===== src/rtl/wvb_dpram_streamer.sv =====
// rtl/wvb_dpram_streamer.sv - drains filled DPRAM pages as a 16-bit valid/ready halfword stream
module wvb_dpram_streamer #(
    parameter int P_DPRAM_ADR_WIDTH = 10,
    parameter int P_RD_LAT          = 2,
    parameter int P_PF_DEPTH        = 4
) (
    input  logic                         clk,
    input  logic                         rst_n,
    input  logic                         en,
    input  logic                         dpram_run,
    input  logic [15:0]                  dpram_len,
    output logic                         dpram_busy,
    output logic [P_DPRAM_ADR_WIDTH-1:0] dpram_rd_addr,
    output logic                         dpram_rd_en,
    input  logic [31:0]                  dpram_rd_data,
    output logic [15:0]                  out_data,
    output logic                         out_valid,
    input  logic                         out_ready,
    output logic                         out_last,
    output logic                         len_err,
    output logic [15:0]                  pages_done
);
    localparam int LW  = P_DPRAM_ADR_WIDTH + 1;
    localparam int PW  = $clog2(P_PF_DEPTH);
    localparam int CW  = PW + 1;
    localparam int CAP = 2 ** P_DPRAM_ADR_WIDTH;
    localparam logic [16:0]   CAP17   = CAP[16:0];
    localparam logic [LW-1:0] CAP_LW  = CAP[LW-1:0];
    localparam logic [CW:0]   DEPTH_S = P_PF_DEPTH[CW:0];

    typedef enum logic [1:0] {S_IDLE, S_XFER, S_DONE} state_t;

    state_t                state_q, state_d;
    logic [LW-1:0]         len_q, len_d;
    logic [LW-1:0]         rd_cnt_q, rd_cnt_d;
    logic [LW-1:0]         wd_cnt_q, wd_cnt_d;
    logic                  busy_q, busy_d;
    logic                  len_err_q, len_err_d;
    logic [15:0]           pages_q, pages_d;
    logic                  sel_q, sel_d;
    logic [CW-1:0]         cnt_q, cnt_d;
    logic [CW-1:0]         infl_q, infl_d;
    logic [PW-1:0]         wr_ptr_q, wr_ptr_d;
    logic [PW-1:0]         rd_ptr_q, rd_ptr_d;
    logic [P_RD_LAT-1:0]   sr_q, sr_d;
    logic [31:0]           fifo_mem_q [P_PF_DEPTH];

    logic        rd_en, push, pop, accept, last_acc, credit_ok, valid, last;
    logic [31:0] head;
    logic [CW:0] credit_sum;

    // Read issue, FIFO push/pop and halfword presentation
    always_comb begin
        credit_sum = {1'b0, cnt_q} + {1'b0, infl_q};
        credit_ok  = credit_sum < DEPTH_S;
        rd_en      = en && (state_q == S_XFER) && (rd_cnt_q < len_q) && credit_ok;
        push       = en && sr_q[P_RD_LAT-1];
        head       = fifo_mem_q[rd_ptr_q];
        valid      = (state_q == S_XFER) && (cnt_q != '0);
        last       = valid && sel_q && (wd_cnt_q == len_q - LW'(1));
        accept     = valid && out_ready;
        pop        = accept && sel_q;
        last_acc   = accept && last;
    end

    assign dpram_rd_en   = rd_en;
    assign dpram_rd_addr = rd_en ? rd_cnt_q[P_DPRAM_ADR_WIDTH-1:0] : '0;
    assign out_valid     = valid;
    assign out_last      = last;
    assign out_data      = !valid ? 16'h0 : (sel_q ? head[15:0] : head[31:16]);
    assign dpram_busy    = busy_q;
    assign len_err       = len_err_q;
    assign pages_done    = pages_q;

    // Next-state: page FSM, counters, prefetch bookkeeping, synchronous abort
    always_comb begin
        state_d   = state_q;
        len_d     = len_q;
        rd_cnt_d  = rd_cnt_q;
        wd_cnt_d  = wd_cnt_q;
        busy_d    = busy_q;
        len_err_d = len_err_q;
        pages_d   = pages_q;
        sel_d     = sel_q;
        wr_ptr_d  = wr_ptr_q;
        rd_ptr_d  = rd_ptr_q;
        sr_d      = (sr_q << 1) | P_RD_LAT'(rd_en);
        infl_d    = infl_q + CW'(rd_en) - CW'(push);
        cnt_d     = cnt_q + CW'(push) - CW'(pop);
        if (rd_en) rd_cnt_d = rd_cnt_q + LW'(1);
        if (push)  wr_ptr_d = wr_ptr_q + PW'(1);
        if (accept) sel_d = ~sel_q;
        if (pop) begin
            rd_ptr_d = rd_ptr_q + PW'(1);
            wd_cnt_d = wd_cnt_q + LW'(1);
        end
        case (state_q)
            S_IDLE: begin
                if (dpram_run) begin
                    busy_d   = 1'b1;
                    rd_cnt_d = '0;
                    wd_cnt_d = '0;
                    if ({1'b0, dpram_len} > CAP17) begin
                        len_d     = CAP_LW;
                        len_err_d = 1'b1;
                    end else begin
                        len_d = dpram_len[LW-1:0];
                    end
                    state_d = (dpram_len == 16'h0) ? S_DONE : S_XFER;
                end
            end
            S_XFER: begin
                if (last_acc) begin
                    busy_d  = 1'b0;
                    state_d = S_DONE;
                end
            end
            S_DONE: begin
                busy_d  = 1'b0;
                pages_d = pages_q + 16'd1;
                state_d = S_IDLE;
            end
            default: state_d = S_IDLE;
        endcase
        if (!en) begin
            state_d   = S_IDLE;
            len_d     = '0;
            rd_cnt_d  = '0;
            wd_cnt_d  = '0;
            busy_d    = 1'b0;
            sel_d     = 1'b0;
            cnt_d     = '0;
            infl_d    = '0;
            wr_ptr_d  = '0;
            rd_ptr_d  = '0;
            sr_d      = '0;
            len_err_d = len_err_q;
            pages_d   = pages_q;
        end
    end

    // State register
    always_ff @(posedge clk or negedge rst_n) begin
        if (!rst_n) begin
            state_q   <= S_IDLE;
            len_q     <= '0;
            rd_cnt_q  <= '0;
            wd_cnt_q  <= '0;
            busy_q    <= 1'b0;
            len_err_q <= 1'b0;
            pages_q   <= '0;
            sel_q     <= 1'b0;
            cnt_q     <= '0;
            infl_q    <= '0;
            wr_ptr_q  <= '0;
            rd_ptr_q  <= '0;
            sr_q      <= '0;
        end else begin
            state_q   <= state_d;
            len_q     <= len_d;
            rd_cnt_q  <= rd_cnt_d;
            wd_cnt_q  <= wd_cnt_d;
            busy_q    <= busy_d;
            len_err_q <= len_err_d;
            pages_q   <= pages_d;
            sel_q     <= sel_d;
            cnt_q     <= cnt_d;
            infl_q    <= infl_d;
            wr_ptr_q  <= wr_ptr_d;
            rd_ptr_q  <= rd_ptr_d;
            sr_q      <= sr_d;
        end
    end

    // Prefetch FIFO storage; occupancy is tracked by the pointers and count above
    always_ff @(posedge clk) begin
        if (push) fifo_mem_q[wr_ptr_q] <= dpram_rd_data;
    end
endmodule


===== config.mk =====
export PLATFORM = sky130hd
export DESIGN_NAME = wvb_dpram_streamer
export DESIGN_NICKNAME = d
export VERILOG_FILES = /design/src/rtl/wvb_dpram_streamer.sv
export SDC_FILE = /design/constraint.sdc
export NUM_CORES = 1
export LEC_CHECK = 0
export CORE_AREA = 4 4 146 148
export CTS_CLUSTER_SIZE = 16
export DETAILED_ROUTE_END_ITERATION = 16
export DIE_AREA = 0 0 150 152
export GPL_TIMING_DRIVEN = 1
export PLACE_DENSITY = 0.64
export SLEW_MARGIN = 20
export SYNTH_ARGS = -nofsm -noshare
export SYNTH_HDL_FRONTEND = slang
export SYNTH_SLANG_ARGS = --single-unit

===== constraint.sdc =====
create_clock -name clk -period 3.5 [get_ports clk]
set_input_delay 0.525 -clock clk [delete_from_list [all_inputs] [get_ports clk]]
set_output_delay 0.525 -clock clk [all_outputs]
set_load 0.005 [all_outputs]

* Word level (Yosys, flattened, before mapping)
Memory sizes are Yosys's and may differ from the RTL's.
Cells that the tools add are included.
W data, S select, Z words.
** Word-level totals
- Bits in registers :: 66
- RAM bits :: 128
- Input port bits :: 53
- Output and inout port bits :: 47
- Word-level logic and storage cells :: 94
- Memories :: 1
** Operators by class
- Add/subtract/negate cells :: 11
- Order comparisons :: 3
- Equal/unequal tests :: 11
- Multiplexer cells :: 35
- Bitwise logic cells :: 2
- Reduce and logical (&&, ||, !) cells :: 18
** Memory list
- fifo_mem_q :: depth 4, width 32, rd ports 1, clocked after Yosys merged registers in 0, wr ports 1, line 46 : logic [31:0] fifo_mem_q [P_PF_DEPTH];
** Operators with widths (count)
- $mux W11 :: 12
- $mux W16 :: 2
- $add A11 B1 Y11 const B :: 2
- $mux W2 :: 9
- $add A16 B1 Y16 const B :: 1
- $gt A16 B11 Y1 const B :: 1
- $logic_not A16 Y1 :: 1
- $eq A11 B11 Y1 :: 1
- $lt A11 B11 Y1 :: 1
- $sub A11 B1 Y11 const B :: 1
- $logic_and A1 B1 Y1 :: 10
- $mux W10 :: 1
- $ne A2 B1 Y1 const B :: 5
- $mux W1 :: 7
- $add A3 B1 Y3 :: 2
- $mux W3 :: 2
- $ne A3 B3 Y1 const B :: 2
- $reduce_and A2 Y1 :: 3
- $sub A3 B1 Y3 :: 2
- $add A2 B1 Y2 const B :: 2
- $add A3 B3 Y4 :: 1
- $lt A4 B3 Y1 const B :: 1
- $ne A4 B1 Y1 const B :: 1
- $pmux W2 S2 :: 1
- other kinds (9) :: 9

* Longest topological paths before layout
- Depth in word-level cells :: 8
- Depth in mapped cells :: 14
- Gate-level depth less buffers :: 12

* Worst setup path before layout
Ideal clock, no wire load.
- Kind :: register to register
- Start :: reg len_q[4]
- End :: reg infl_q[2]
- Library setup time :: 0.119 ns
- Data arrival time :: 3.068 ns
- Data required time :: 3.381 ns
- Slack :: 0.313 ns
- Stages on the path, launching flop included :: 14
- Clock period less this slack :: 3.187 ns
- Cell sequence :: dfrtp_1 > inv_1 > ha_1 > a21o_1 > a211o_1 > a41oi_1 > o21ai_1 > a21oi_1 > clkbuf_1 > ha_1 > inv_1 > fa_1 > xnor2_1 > and2_1
** Between the ends
- Cells in the longest elaborated chain, start to end :: 6
** RTL lines
- start, declared :: line 34 : logic [LW-1:0] len_q, len_d;
- start signal, assigned :: line 160 : len_q <= len_d;
- $lt A11 B11 Y1 :: line 56 : rd_en = en && (state_q == S_XFER) && (rd_cnt_q < len_q) && credit_ok;
- $logic_and A1 B1 Y1 (2 in series) :: line 56
- via dpram_rd_en :: line 14 : output logic dpram_rd_en,
- $add A3 B1 Y3 :: line 88 : infl_d = infl_q + CW'(rd_en) - CW'(push);
- $sub A3 B1 Y3 :: line 88
- $mux W3 :: line 125 : if (!en) begin
- via infl_d[2] :: line 42 : logic [CW-1:0] infl_q, infl_d;
- end signal, assigned :: line 168 : infl_q <= infl_d;
- end, declared :: line 42
The timed path passes the listed nets, and every way through them passes these cells.
A chain may end at the register's enable or synchronous reset.

* Final worst setup path
- Start :: reg len_q[4]
- End :: out dpram_rd_addr[6]
** Between the ends
- Cells in the longest elaborated chain, start to end :: 4
** RTL lines
- $lt A11 B11 Y1 :: line 56
- $logic_and A1 B1 Y1 (2 in series) :: line 56
- $mux W10 :: line 67 : assign dpram_rd_addr = rd_en ? rd_cnt_q[P_DPRAM_ADR_WIDTH-1:0] : '0;
- end, declared :: line 13 : output logic [P_DPRAM_ADR_WIDTH-1:0] dpram_rd_addr,
Every way passes these cells.

==> impl_metrics.ini <==
[yosys]
synth.most_common_cell = edfxtp_1
ys.flop_type = edfxtp_1
synth_top_family_by_area = simple AND/OR/NAND/NOR gates
synth.area.top_cells = edfxtp_1 (43%), dfrtp_1 (19%), mux4_2 (8.1%)
yosysTopAreaCell = edfxtp_1
synth-simple-area-share_pct = 10.9
synthArstFlopShare_pct = 34.0
yosysUniqueCellTypes = 58
synth-edff-count = 128
yosysWarnings = 0
synth_area_sq_um = 8880
synth_xor_area_share_pct = 4.73
synth_commonest_cells = edfxtp_1 (128), dfrtp_1 (66), nor2_1 (50)
ys_ff_latch = 194
syn_area_per_cell_sq_um = 14.0
synth_fa_ha_area_share_pct = 4.51
synth_nets = 717
ys_seq_area_share_pct = 61.9
synth_compound_area_share_pct = 5.07
synthCells = 634
synth.top_cell.area_share_pct = 43.3
synth_mux_area_share_pct = 10.4

[hold_path]
min_path_type = input port to asynchronous set/reset pin

[grt]
grt_usage_pct = 16.6
grt_pass1_vias = 5652
overflow = 0
antenna_found_initial = 1
grt_pass1_wl_um = 29800
grt_max_degree = 67

[route]
drtAntennaViolNets = 0
post_drt_via_cell_ratio = 5.23
drt_iter0_markers = 310
post_drt_wl_per_cell_um = 17.9
drt_wl_total_um = 18500
dr.pass1.iters = 4
drc = 0
vias = 5407

[sta]
clock.fmax_mhz = 293
hold_viol = 0
fin_crit_ns = 3.41
tightest_slew_ns = 0.871
setup_viol = 0
rsz0062_at_grt = true
max_slew_margin_pct = 41.9
slew_viol_final = 0
period_share_pct = 97.4
fin_skew_ns = 0.0119

[placement]
portBuffers = 99
place_inst = 992
dpl.hpwl_um = 12200
gp_congestion = 0.879

[finish]
fillerInstances = 1711
multi_input_area_sq_um = 3200
num_antenna_cells = 0
area_growth_pct = 23.1
fin_util_pct = 54.5
post_layout_nonfiller_instances = 1034
drive_above_1_share_pct = 15.3
seq_area_sq_um = 5510
final_nets = 834

[pwr]
powerDensity_nw_per_um2 = 433
p_leak_nw = 4.06
max-vdd-ir-drop_mv = 0.367

[critical_path]
crit_required_ns = 2.97
startpoint = len_q[4]
r2r_cells = 14
worst_setup_path_end_kind = output pin
crit_fanout = 6
r2r_start = len_q[4]
r2r-end = infl_q[2]
start_kind = flip-flop
crit_end = dpram_rd_addr[6]
reg2reg_setup_slack_ns = 0.55
critPathKind = flip-flop to output pin
crit_arrival_ns = 2.88

[clock_network]
clkLatencyLatePin_ns = 0.43
cts_tree = yes
tritoncts.num_buffers = 17
clock-sinks = 194
cts.path.max_buffers = 2
root_buffer = clkbuf_16
htree_levels = 4
clk_pin_slew_worst_paths_ns = 0.07

[floorplanning]
pin_count = 100
die-area_sq_um = 22800
design.core.area_sq_um = 20000
initial_core_util_pct = 44.3
die_y_um = 152
die_w_um = 150
rows = 52

[run]
maxCapViolations = 0

[outcome]
status = complete, no violations
[per-stage QoR]
step | cell area [sq um] | hold slack (ns) | setup TNS (ns) | power [mW] | worst slack, ns
3_5_place_dp | 10200 | 0.451 | 0 | 2.90 | 0.218
5_1_grt | 10900 | 0.372 | -0.0360 | 4.92 | -0.0161
3_3_place_gp | 10200 | 0.457 | 0 | 2.88 | 0.255
4_1_cts | 10800 | 0.323 | 0 | 4.77 | 0.0208
6_report | 10900 | 0.271 | 0 | 4.74 | 0.0905
2_1_floorplan | 8880 | 0.229 | 0 | 2.70 | 0.313
[critical path, stage by stage, from the launching register on]
cell	delay (ns)
dfrtp_2	0.43
inv_4	0.08
ha_4	0.20
a21o_1	0.17
a211o_1	0.28
a41oi_1	0.16
o21ai_1	0.13
a21oi_2	0.22
buf_4	0.18
and2_1	0.13
clkdlybuf4s50_1	0.49
[final cells by class]
class	count	share of cell area, %
sequential	194	50.4
multi-input combinational	384	29.3
timing repair buffer	125	11.0
clock buffer	17	3.89
tap	270	3.09
clock inverter	15	1.35
inverter	29	1.02
[how the worst min path moves through the flow]
stage,to,slack [ns],cells after the start
floorplan,cnt_q[0],0.23,0
global placement,sr_q[1],0.46,1
detailed placement,sr_q[1],0.45,1
CTS,len_q[7],0.32,2
global route,len_q[7],0.37,2
finish,len_q[7],0.27,2
[per-layer routing]
| metal | track usage [%] | part of all wire (%) |
|---|---|---|
| met1 | 22.1 | 45 |
| met2 | 26.8 | 48 |
| met3 | 4.50 | 5.2 |
| met4 | 4.97 | 1.5 |
| met5 | 0 | 0.043 |
[state kept, by name, indices dropped and copies added (netlist names)]
register	cells
fifo_mem_q	128
pages_done	16
len_q	11
rd_cnt_q	11
wd_cnt_q	11
cnt_q	3
infl_q	3
rd_ptr_q	2
sr_q	2
state_q	2
wr_ptr_q	2
dpram_busy	1
len_err	1
sel_q	1
[cell usage in the layout (no fill, tap or decap), types with 5 or more instances in the layout]
cell             count
xnor2_1             29
mux2i_1             19
or3_1                5
mux4_2              32
nor2_1              50
clkbuf_16           17
o21ai_0              6
inv_1               25
o21ai_1             15
and2_1              23
clkdlybuf4s50_1     94
nand2_1             42
dfrtp_1             58
a21oi_1             10
a211oi_1             5
ha_1                26
nand3_1             21
dfrtp_2              8
and3_1              15
a21o_1               6
nand4_1              9
buf_4               24
edfxtp_1           128
xor2_1              19
[cells by family after synthesis]
family,after synthesis
flops,194
simple gates,188
compound gates,65
buf+inv,56
mux,52
xor+xnor,48
fa+ha+maj,31
[repair_timing]
item | CTS | global route
hold buffers | 0 | 0
pin swaps | 1 | 1
cloned | 0 | 1
buffers inserted | 2 | 7
resized for setup | 4 | 18
endpoints found under the setup margin | 12 | 11
[report_power, final]
part           total (mW)  switching [mW]  leakage, nW  internal [mW]
Clock                1.88           0.881        0.275           1.00
Sequential           2.52          0.0376         2.05           2.48
Combinational       0.333           0.167         1.74          0.166
Total                4.74            1.08         4.06           3.65
Power figures use the tool's default switching activity.
